`config.mk`:
```
export PLATFORM = sky130hd
export DESIGN_NAME = sprite_layer_mapper
export DESIGN_NICKNAME = d
export VERILOG_FILES = /design/src/rtl/sprite_layer_mapper.sv
export SDC_FILE = /design/constraint.sdc
export NUM_CORES = 2
export LEC_CHECK = 0
export ABC_CLOCK_PERIOD_IN_PS = 14900
export BUFFER_PORTS_ARGS = -buffer_cell sky130_fd_sc_hd__buf_4
export CAP_MARGIN = 30
export CORE_UTILIZATION = 70
export DETAILED_ROUTE_END_ITERATION = 10
export GPL_TIMING_DRIVEN = 0
export HOLD_SLACK_MARGIN = 0.06
export PLACE_DENSITY = 0.94
export SLEW_MARGIN = 30
export SYNTH_ARGS = -nofsm -noshare
export SYNTH_HDL_FRONTEND = slang
export SYNTH_SLANG_ARGS = --single-unit
```
`constraint.sdc`:
```
create_clock -name Clk -period 14.9 [get_ports Clk]
set_clock_uncertainty 0.05 [all_clocks]
set_input_delay 2.98 -clock Clk [delete_from_list [all_inputs] [get_ports Clk]]
set_output_delay 2.98 -clock Clk [all_outputs]
set_load 0.05 [all_outputs]
```
`src/rtl/sprite_layer_mapper.sv`:
```
// -----------------------------------------------------------------------------
// sprite_layer_mapper
//   Multi-sprite colour mapper for the VGA pixel path. For each active pixel it
//   decides which sprite (if any) covers the scan position and emits registered
//   24-bit RGB two cycles later. Sprite 0 has the highest priority. Pixels that
//   no sprite covers get a blue gradient that darkens from left to right.
//   Sprite descriptors are copied into shadow registers on frame_start, so a
//   frame is always drawn from one consistent snapshot.
//
// Ports
//   Clk, Reset_n          pixel clock, async active-low reset
//   frame_start           one-cycle pulse at the start of vertical blank
//   pix_valid             DrawX/DrawY is an active-area pixel this cycle
//   DrawX, DrawY          scan position
//   SprX/SprY/SprSize     packed per sprite, sprite i at [i*COORD_W +: COORD_W]
//   SprColor              packed {R,G,B} per sprite, sprite i at [i*24 +: 24]
//   SprEn/SprCircle/SprBlink  per-sprite enable, circle shape, blink enable
//   Red/Green/Blue        registered pixel colour
//   rgb_valid             Red/Green/Blue belong to a valid pixel
// -----------------------------------------------------------------------------
module sprite_layer_mapper #(
  parameter int          N_SPRITES    = 4,
  parameter int          COORD_W      = 10,
  parameter int          BLINK_FRAMES = 30,
  parameter logic [7:0]  BG_BLUE      = 8'h7f
) (
  input  logic                           Clk,
  input  logic                           Reset_n,
  input  logic                           frame_start,
  input  logic                           pix_valid,
  input  logic [COORD_W-1:0]             DrawX,
  input  logic [COORD_W-1:0]             DrawY,
  input  logic [N_SPRITES*COORD_W-1:0]   SprX,
  input  logic [N_SPRITES*COORD_W-1:0]   SprY,
  input  logic [N_SPRITES*COORD_W-1:0]   SprSize,
  input  logic [N_SPRITES*24-1:0]        SprColor,
  input  logic [N_SPRITES-1:0]           SprEn,
  input  logic [N_SPRITES-1:0]           SprCircle,
  input  logic [N_SPRITES-1:0]           SprBlink,
  output logic [7:0]                     Red,
  output logic [7:0]                     Green,
  output logic [7:0]                     Blue,
  output logic                           rgb_valid
);

  // Signed offsets need one extra bit; squared distances need 2*(COORD_W+1).
  localparam int DW    = COORD_W + 1;
  localparam int SQ_W  = 2 * COORD_W + 2;
  localparam int CNT_W = (BLINK_FRAMES > 1) ? $clog2(BLINK_FRAMES) : 1;
  // Background arithmetic width: wide enough for both BG_BLUE and DrawX[MSB:3].
  localparam int BW    = (COORD_W - 3 > 8) ? (COORD_W - 3) : 8;

  // ---------------------------------------------------------------------------
  // Shadow sprite state, captured on frame_start
  // ---------------------------------------------------------------------------
  logic [COORD_W-1:0]   sh_x     [N_SPRITES];
  logic [COORD_W-1:0]   sh_y     [N_SPRITES];
  logic [COORD_W-1:0]   sh_size  [N_SPRITES];
  logic [23:0]          sh_color [N_SPRITES];
  logic [N_SPRITES-1:0] sh_en;
  logic [N_SPRITES-1:0] sh_circle;
  logic [N_SPRITES-1:0] sh_blink;

  // NOTE: the shadow arrays are deliberately reset (not left as uninitialised
  // storage) so that no sprite can be drawn before the first frame_start.
  always_ff @(posedge Clk or negedge Reset_n) begin
    if (!Reset_n) begin
      for (int i = 0; i < N_SPRITES; i++) begin
        sh_x[i]     <= '0;
        sh_y[i]     <= '0;
        sh_size[i]  <= '0;
        sh_color[i] <= '0;
      end
      sh_en     <= '0;
      sh_circle <= '0;
      sh_blink  <= '0;
    end else if (frame_start) begin
      for (int i = 0; i < N_SPRITES; i++) begin
        sh_x[i]     <= SprX[i*COORD_W +: COORD_W];
        sh_y[i]     <= SprY[i*COORD_W +: COORD_W];
        sh_size[i]  <= SprSize[i*COORD_W +: COORD_W];
        sh_color[i] <= SprColor[i*24 +: 24];
      end
      sh_en     <= SprEn;
      sh_circle <= SprCircle;
      sh_blink  <= SprBlink;
    end
  end

  // ---------------------------------------------------------------------------
  // Frame counter and blink phase
  // ---------------------------------------------------------------------------
  logic [CNT_W-1:0] frame_cnt;
  logic             blink_phase;

  // NOTE: sequential state uses non-blocking assignments so every register
  // samples the pre-edge values of the others, independent of statement order.
  always_ff @(posedge Clk or negedge Reset_n) begin
    if (!Reset_n) begin
      frame_cnt   <= '0;
      blink_phase <= 1'b0;
    end else if (frame_start) begin
      if (frame_cnt == CNT_W'(BLINK_FRAMES - 1)) begin
        frame_cnt   <= '0;
        blink_phase <= ~blink_phase;
      end else begin
        frame_cnt <= frame_cnt + CNT_W'(1);
      end
    end
  end

  // ---------------------------------------------------------------------------
  // Stage 1: signed offsets. The per-sprite attributes used in stage 2 travel
  // with the pixel, so a frame_start between the stages cannot mix snapshots.
  // ---------------------------------------------------------------------------
  logic                 s1_valid;
  logic [COORD_W-1:0]   s1_x;
  logic signed [DW-1:0] s1_dx    [N_SPRITES];
  logic signed [DW-1:0] s1_dy    [N_SPRITES];
  logic [COORD_W-1:0]   s1_size  [N_SPRITES];
  logic [23:0]          s1_color [N_SPRITES];
  logic [N_SPRITES-1:0] s1_circle;
  logic [N_SPRITES-1:0] s1_live;

  always_ff @(posedge Clk or negedge Reset_n) begin
    if (!Reset_n) begin
      s1_valid  <= 1'b0;
      s1_x      <= '0;
      s1_circle <= '0;
      s1_live   <= '0;
      for (int i = 0; i < N_SPRITES; i++) begin
        s1_dx[i]    <= '0;
        s1_dy[i]    <= '0;
        s1_size[i]  <= '0;
        s1_color[i] <= '0;
      end
    end else begin
      s1_valid  <= pix_valid;
      s1_x      <= DrawX;
      s1_circle <= sh_circle;
      // A blinking sprite is treated as disabled during the off phase.
      s1_live   <= sh_en & ~(sh_blink & {N_SPRITES{blink_phase}});
      for (int i = 0; i < N_SPRITES; i++) begin
        s1_dx[i]    <= $signed({1'b0, DrawX}) - $signed({1'b0, sh_x[i]});
        s1_dy[i]    <= $signed({1'b0, DrawY}) - $signed({1'b0, sh_y[i]});
        s1_size[i]  <= sh_size[i];
        s1_color[i] <= sh_color[i];
      end
    end
  end

  // ---------------------------------------------------------------------------
  // Stage 2: hit test, priority, background
  // ---------------------------------------------------------------------------
  // Magnitude of a two's-complement offset; the most negative value maps to
  // its true magnitude because the result is read as unsigned.
  function automatic logic [DW-1:0] mag(input logic signed [DW-1:0] v);
    logic [DW-1:0] u;
    u = v;
    return v[DW-1] ? (~u) + DW'(1) : u;
  endfunction

  logic [DW-1:0]        ax      [N_SPRITES];
  logic [DW-1:0]        ay      [N_SPRITES];
  logic [SQ_W-1:0]      dist_sq [N_SPRITES];
  logic [SQ_W-1:0]      rad_sq  [N_SPRITES];
  logic [N_SPRITES-1:0] hit;
  logic [BW-1:0]        x_coarse;
  logic [BW-1:0]        bg_wide;
  logic [7:0]           bg_blue;
  logic [23:0]          pix_rgb;

  // NOTE: every variable written here gets a value on every path (defaults
  // first), which keeps this block purely combinational with no latches.
  always_comb begin
    hit = '0;
    for (int i = 0; i < N_SPRITES; i++) begin
      ax[i]      = mag(s1_dx[i]);
      ay[i]      = mag(s1_dy[i]);
      dist_sq[i] = SQ_W'(ax[i]) * SQ_W'(ax[i]) + SQ_W'(ay[i]) * SQ_W'(ay[i]);
      rad_sq[i]  = SQ_W'(s1_size[i]) * SQ_W'(s1_size[i]);
      if (s1_circle[i])
        hit[i] = s1_live[i] && (dist_sq[i] <= rad_sq[i]);
      else
        hit[i] = s1_live[i] && (ax[i] <= DW'(s1_size[i])) && (ay[i] <= DW'(s1_size[i]));
    end

    // Gradient blue, clamped at zero instead of wrapping.
    x_coarse = BW'(s1_x[COORD_W-1:3]);
    bg_wide  = BW'(BG_BLUE);
    bg_blue  = (x_coarse > bg_wide) ? 8'd0 : 8'(bg_wide - x_coarse);

    // Walk from the highest index down so the lowest hitting index wins.
    pix_rgb = {16'h0000, bg_blue};
    for (int i = N_SPRITES - 1; i >= 0; i--) begin
      if (hit[i]) pix_rgb = s1_color[i];
    end
  end

  always_ff @(posedge Clk or negedge Reset_n) begin
    if (!Reset_n) begin
      Red       <= '0;
      Green     <= '0;
      Blue      <= '0;
      rgb_valid <= 1'b0;
    end else if (s1_valid) begin
      {Red, Green, Blue} <= pix_rgb;
      rgb_valid          <= 1'b1;
    end else begin
      // Blanking: nothing leaks out between active pixels.
      {Red, Green, Blue} <= '0;
      rgb_valid          <= 1'b0;
    end
  end

endmodule

```
Word-level counts from Yosys, hierarchy flattened. Index checks and enable logic that the tools add are counted.

Multiplexer cells: 21. $lt $le $gt $ge: 12. Eq/ne operators: 1. Reduce and logical (&&, ||, !) cells: 13. Multiply operators: 12. Bitwise logic cells: 12. $add $sub $neg: 22.

Operator list (count): 11-bit by 11-bit multiplier with 22-bit output (8); 24-bit 2-to-1 mux (4); 11-bit by 1-bit adder with 11-bit output, second input constant (8); 22-bit adder (4); 11-bit by 10-bit less-or-equal comparator with 1-bit output (8); 22-bit by 20-bit less-or-equal comparator with 1-bit output (4); 11-bit 2-to-1 mux (8); 11-bit inverter (8); 10-bit by 10-bit subtractor with 11-bit output (8); 10-bit by 10-bit multiplier with 20-bit output (4); 8-bit 2-to-1 mux (3); 1-bit logical AND (12); 4-bit bitwise AND (2); 7-bit by 7-bit subtractor with 8-bit output, first input constant (1); 5-bit by 1-bit adder with 5-bit output, second input constant (1); 5-bit equality test, second input constant (1); 1-bit 2-to-1 mux (5); 5-bit 2-to-1 mux (1); 4-bit inverter (1); 2-bit AND reduction (1); 1-bit inverter (1).

Input bits: 252. Register bits after elaboration: 502. Output and inout bits: 25. Word-level logic and storage cells: 138.

Logic depth before layout (Yosys ltp).
Word-level depth: 13. Mapped depth: 43. Mapped depth without buffers: 40.

Worst setup path before layout. OpenSTA, ideal clock, no wires.

Kind: reg2reg. Start: register s1_dy[22] (netlist name). End: register Red[6]. Library setup time: 143 ps. Arrival time: 9480 ps. Required time: 14707 ps. Buffers on the path: 1. Period minus slack after synthesis: 9673 ps. Cell stages (with the launch flop): 38. Path slack: 5227 ps. Cells stage by stage: dfrtp_1 inv_2 ha_1 or4b_1 o41ai_1 xor2_1 inv_1 nand2_1 inv_1 fa_1 inv_1 fa_1 fa_1 inv_1 fa_1 fa_1 fa_1 fa_1 [2 not listed] nand2_1 o21ai_0 o21ai_0 o21ai_0 nand2b_1 a21o_1 a21oi_1 xnor2_1 ha_1 nand4_1 o2111a_1 o211ai_1 a221o_1 o32ai_1 nor2_1 nand3_1 buf_2 o221ai_1.

Word-level cells in the longest chain between the ends: 11. Elaborated cells on any way between the ends: 13. Classes of those cells: add/sub: 2; mul: 1; order compare: 2; mux: 5; bitwise: 1; reduce/logical: 2.

RTL lines: from (decl) (line 119) `logic signed [DW-1:0] s1_dy [N_SPRITES];`; from (signal, indexed assignment) (line 145) `s1_dy[i] <= $signed({1'b0, DrawY}) - $signed({1'b0, sh_y[i]});`; 11-bit inverter (line 160) `return v[DW-1] ? (~u) + DW'(1) : u;`; 11-bit by 1-bit adder with 11-bit output (line 160); 11-bit 2-to-1 mux (*) (line 160); 11-bit by 11-bit multiplier with 22-bit output (line 180) `dist_sq[i] = SQ_W'(ax[i]) * SQ_W'(ax[i]) + SQ_W'(ay[i]) * SQ_W'(ay[i]);`; 22-bit adder (line 180); 22-bit by 20-bit less-or-equal comparator with 1-bit output (line 183) `hit[i] = s1_live[i] && (dist_sq[i] <= rad_sq[i]);`; 1-bit logical AND (line 183); 1-bit 2-to-1 mux (*) (line 182) `if (s1_circle[i])`; 24-bit 2-to-1 mux (*) (2 in series) (line 196) `if (hit[i]) pix_rgb = s1_color[i];`; 8-bit 2-to-1 mux (*) (line 206) `end else if (s1_valid) begin`; to (signal assigned) (line 207) `{Red, Green, Blue} <= pix_rgb;`; to (decl) (line 40) `output logic [7:0] Red,`.

Mark *: on every way between the ends. The rest lies on a longest branch, timed or not. A chain may end at the register's enable or synchronous reset.

Final worst setup path.
Start: register s1_dy[22] (netlist name). End: register Blue[4].

Word-level cells in the longest chain between the ends: 11. Elaborated cells on any way between the ends: 13. Classes of those cells: add/sub: 2; mul: 1; order compare: 2; mux: 5; bitwise: 1; reduce/logical: 2.

RTL lines: 11-bit inverter (line 160); 11-bit by 1-bit adder with 11-bit output (line 160); 11-bit 2-to-1 mux (*) (line 160); 11-bit by 11-bit multiplier with 22-bit output (line 180); 22-bit adder (line 180); 22-bit by 20-bit less-or-equal comparator with 1-bit output (line 183); 1-bit logical AND (line 183); 1-bit 2-to-1 mux (*) (line 182); 24-bit 2-to-1 mux (*) (2 in series) (line 196); 8-bit 2-to-1 mux (*) (line 206); to (signal assigned) (line 207); to (decl) (line 42) `output logic [7:0] Blue,`.

Marked as above.

==> summary.log <==
INFO  cells_and_area fillers=4980
INFO  cells_and_area finalNonFillerCells=7878
INFO  die            die-height=297um
INFO  logic_synthesis synthDominantCellAreaShare=27.8%
INFO  sta            setup_viol=0
INFO  critical_path  worst_r2r_endpoint=Blue[4]$_DFF_PN0_
INFO  global_routing grt-ovfl-total=0
INFO  critical_path  timing_worst_setup_path_type=register to register
INFO  logic_synthesis synthCells=6295
INFO  cells_and_area number_of_nets_in_the_layout=8566
INFO  sta            worst_slew_pin_slew=1110ps
INFO  logic_synthesis synth.ff_latch_count=499
INFO  critical_path  critPathLaunch=s1_dy[22]$_DFF_PN0_
INFO  global_routing number_of_global_route_vias_before_repair=52700
INFO  global_routing global_route.usage.total=40.5%
INFO  drt            initialDrtViolationCount=4375
INFO  cells_and_area share_of_layout_cells_above_drive_strength_1=8.98%
INFO  placement      routabilityCongestion=0.990
INFO  die            num_rows=107
INFO  drt            wl_per_cell=22.1um
INFO  sta            hold-worst-slack=318ps
INFO  sta            fmax=0.0744GHz
INFO  cells_and_area syn_to_final_growth=9.63%
INFO  critical_path  worst-path-max-fanout=11
INFO  critical_path  cp_common_cell=sky130_fd_sc_hd__fa_1
INFO  sta            fin_setup_tns=0ps
INFO  critical_path  critPathCaptureType=register
INFO  sta            number_of_hold_violations_in_the_final_report=0
INFO  drt            postRouteAntennaNets=0
INFO  critical_path  critical_path.endpoint=Blue[4]$_DFF_PN0_
INFO  global_routing grt_pass1_wl=277mm
INFO  critical_path  worst_r2r_startpoint=s1_dy[22]$_DFF_PN0_
INFO  flow_run       maxCapViolations=0
INFO  clock_network  tritoncts_buffer_count=53
INFO  die            core-area=0.0857mm^2
INFO  logic_synthesis synth.top_cells.by_area=sky130_fd_sc_hd__fa_1, sky130_fd_sc_hd__dfrtp_1, sky130_fd_sc_hd__ha_1
INFO  placement      detailedPlacementHpwl=137mm
INFO  clock_network  clock_insertion_delay_worst_skew=650ps
INFO  drt            routed_wl=174mm
INFO  die            start_util=71.0%
INFO  logic_synthesis synthesis.area_per_instance=9.67um^2
INFO  sta            final_max_slew_viol_count=0
INFO  logic_synthesis synth_ff_type=sky130_fd_sc_hd__dfrtp_1
INFO  sta            slew-limit-headroom=25.4%
INFO  logic_synthesis ys_types=85
INFO  die            io_pins=277
INFO  die            die_width=297um
INFO  placement      port_buffers=275
INFO  logic_synthesis synth_enable_flop_cells=0
INFO  outcome        result_of_the_run=complete, no violations
INFO  clock_network  cts_setup_buffers=0
INFO  clock_network  clock_sinks=499
INFO  placement      placed_cells_incl_taps=7774
INFO  global_routing antenna_found_initial=9
INFO  critical_path  critical_path.max_stage_delay=830ps
INFO  clock_network  postCtsResizedCells=0
INFO  critical_path  timing.critical_path.arrival=13840ps
INFO  critical_path  rr_worst_depth=36
INFO  clock_network  tritoncts=built
INFO  clock_network  clockRootBuffer=sky130_fd_sc_hd__clkbuf_16
INFO  critical_path  regToRegSetupSlack=1460ps
INFO  sta            rsz0062_at_grt=false
INFO  logic_synthesis synth_seq_area_share=20.5%
INFO  sta            period_minus_slack=13440ps
INFO  logic_synthesis synth_top_area_cell=sky130_fd_sc_hd__fa_1
INFO  critical_path  critical-path-slowest-cell=sky130_fd_sc_hd__o32ai_1
INFO  critical_path  critPathLaunchType=register
INFO  logic_synthesis synth.yosys.warnings=0
INFO  global_routing grt_max_degree=88
INFO  clock_network  number_of_h_tree_branching_levels=2
INFO  drt            drcViolationCount=0
INFO  clock_network  cts_hold_buf=0
INFO  clock_network  cts.clk_slew.worst_paths=70ps
INFO  sta            finalCritPeriodShare=90.2%
INFO  critical_path  data_required_critical_path=15300ps
INFO  drt            vias_per_cell=6.07
INFO  logic_synthesis syn_area=0.0609mm^2
INFO  drt            detailedRoute.firstPassIterationCount=7
INFO  logic_synthesis async_set_reset_flop_share_out_of_synthesis=100%
INFO  drt            routed-via-count=47800
INFO  placement      dp_worst_setup_slack=2350ps
INFO  die            design.die.area=0.0881mm^2
INFO  worst_hold_path hold_class=register to register
INFO  clock_network  clock_buffer_depth=3
INFO  sta            setup_slack=1460ps
layout make-up:
cell class	instances	area, um^2	area share, %
buffer	96	394	0.591
clock buffer	74	1510	2.26
multi-input combinational	4263	42700	64.0
inverter	1491	5600	8.39
antenna	6	15.0	0.0225
clock inverter	24	368	0.551
sequential	499	12500	18.7
tap	1144	1430	2.15
timing repair buffer	281	2240	3.35
cells in the mapped netlist, drive strengths merged, types with 14 or more instances:
master	count
nor2b	53
nor2	481
a211oi	28
o21a	58
a21o	88
and2	54
ha	783
nand3	64
a21oi	137
nand4	31
or3	24
o41ai	14
o31ai	31
or2	20
nand2	449
nand2b	70
clkbuf	84
inv	1480
and3	34
nor3	63
xor2	122
mux2	160
a22oi	18
o21bai	17
fa	846
xnor2	164
dfrtp	499
o221ai	19
o21ai	205
a21boi	25
state kept, by name, summed over array words and instances (netlist names), 7 cells and up:
signal,flops
s1_dy,44
sh_size,40
sh_x,40
Green,8
Blue,8
s1_dx,44
s1_size,40
s1_color,96
Red,8
s1_x,7
sh_y,40
sh_color,96
worst min-delay path by stage:
stage	start	endpoint	slack [ps]	cells after the start
2_1_floorplan	sh_circle[0]$_DFFE_PN0P_	s1_circle[0]$_DFF_PN0_	300	0
3_3_place_gp	sh_size[36]$_DFFE_PN0P_	s1_size[36]$_DFF_PN0_	300	0
3_5_place_dp	sh_size[36]$_DFFE_PN0P_	s1_size[36]$_DFF_PN0_	310	0
4_1_cts	sh_size[36]$_DFFE_PN0P_	s1_size[36]$_DFF_PN0_	320	0
5_1_grt	sh_circle[1]$_DFFE_PN0P_	s1_circle[1]$_DFF_PN0_	330	0
6_report	sh_circle[1]$_DFFE_PN0P_	s1_circle[1]$_DFF_PN0_	320	0
per-stage QoR:
stage / cell area (um^2) / utilization, %
after detailed placement: 64800 / 75.6
after global placement: 64600 / 75.4
after global routing: 66700 / 77.9
after floorplan: 61100 / -
after CTS: 66600 / 77.8
final: 66700 / 77.9
routing by layer:
metal	GRT usage [%]	share of wire [%]	up-vias
li1	-	-	20500
met1	46.3	34	23500
met2	65.1	46	2810
met3	12.3	12	923
met4	28.4	8.4	18
met5	0	0.069	-
critical path, delay by kind of cell, from the launching register on:
family	cells	cell delay, ps
AND/OR/NAND/NOR	6	1680
flip-flops	1	580
XOR/XNOR	2	860
adder cells (fa/ha/maj)	10	4270
buffers and inverters	6	1530
AO/OA/AOI/OAI	12	4290
cell usage in the layout, fill, tap and decap left out, types with 11 or more instances in the layout:
master,n
sky130_fd_sc_hd__inv_1,1478
sky130_fd_sc_hd__fa_1,846
sky130_fd_sc_hd__ha_1,783
sky130_fd_sc_hd__dfrtp_1,499
sky130_fd_sc_hd__nor2_1,479
sky130_fd_sc_hd__nand2_1,449
sky130_fd_sc_hd__buf_4,274
sky130_fd_sc_hd__o21ai_0,200
sky130_fd_sc_hd__mux2_2,160
sky130_fd_sc_hd__xnor2_1,155
sky130_fd_sc_hd__a21oi_1,137
sky130_fd_sc_hd__xor2_1,120
sky130_fd_sc_hd__clkbuf_1,94
sky130_fd_sc_hd__a21o_1,88
sky130_fd_sc_hd__nand2b_1,70
sky130_fd_sc_hd__nand3_1,64
sky130_fd_sc_hd__nor3_1,62
sky130_fd_sc_hd__o21a_1,58
sky130_fd_sc_hd__conb_1,56
sky130_fd_sc_hd__and2_1,54
sky130_fd_sc_hd__nor2b_1,53
sky130_fd_sc_hd__clkbuf_16,53
sky130_fd_sc_hd__and3_1,34
sky130_fd_sc_hd__o31ai_1,31
sky130_fd_sc_hd__nand4_1,31
sky130_fd_sc_hd__a211oi_1,28
sky130_fd_sc_hd__a21boi_0,25
sky130_fd_sc_hd__or3_1,24
sky130_fd_sc_hd__or2_2,20
sky130_fd_sc_hd__o21bai_1,17
sky130_fd_sc_hd__o32ai_1,12
sky130_fd_sc_hd__clkinv_1,11
sky130_fd_sc_hd__o41ai_1,11
cells by family after synthesis:
family / after synthesis / synth area share, %
buffers and inverters: 1587 / 9.84
other: 2 / 0.0123
AND/OR/NAND/NOR: 1391 / 10.4
flip-flops: 499 / 20.5
AO/OA/AOI/OAI: 738 / 8.13
adder cells (fa/ha/maj): 1629 / 43.9
XOR/XNOR: 287 / 4.16
multiplexers: 162 / 2.99
Power is left out: the tool's default activity adds up to more than one toggle a clock period on the data nets, which glitch-free logic cannot reach.
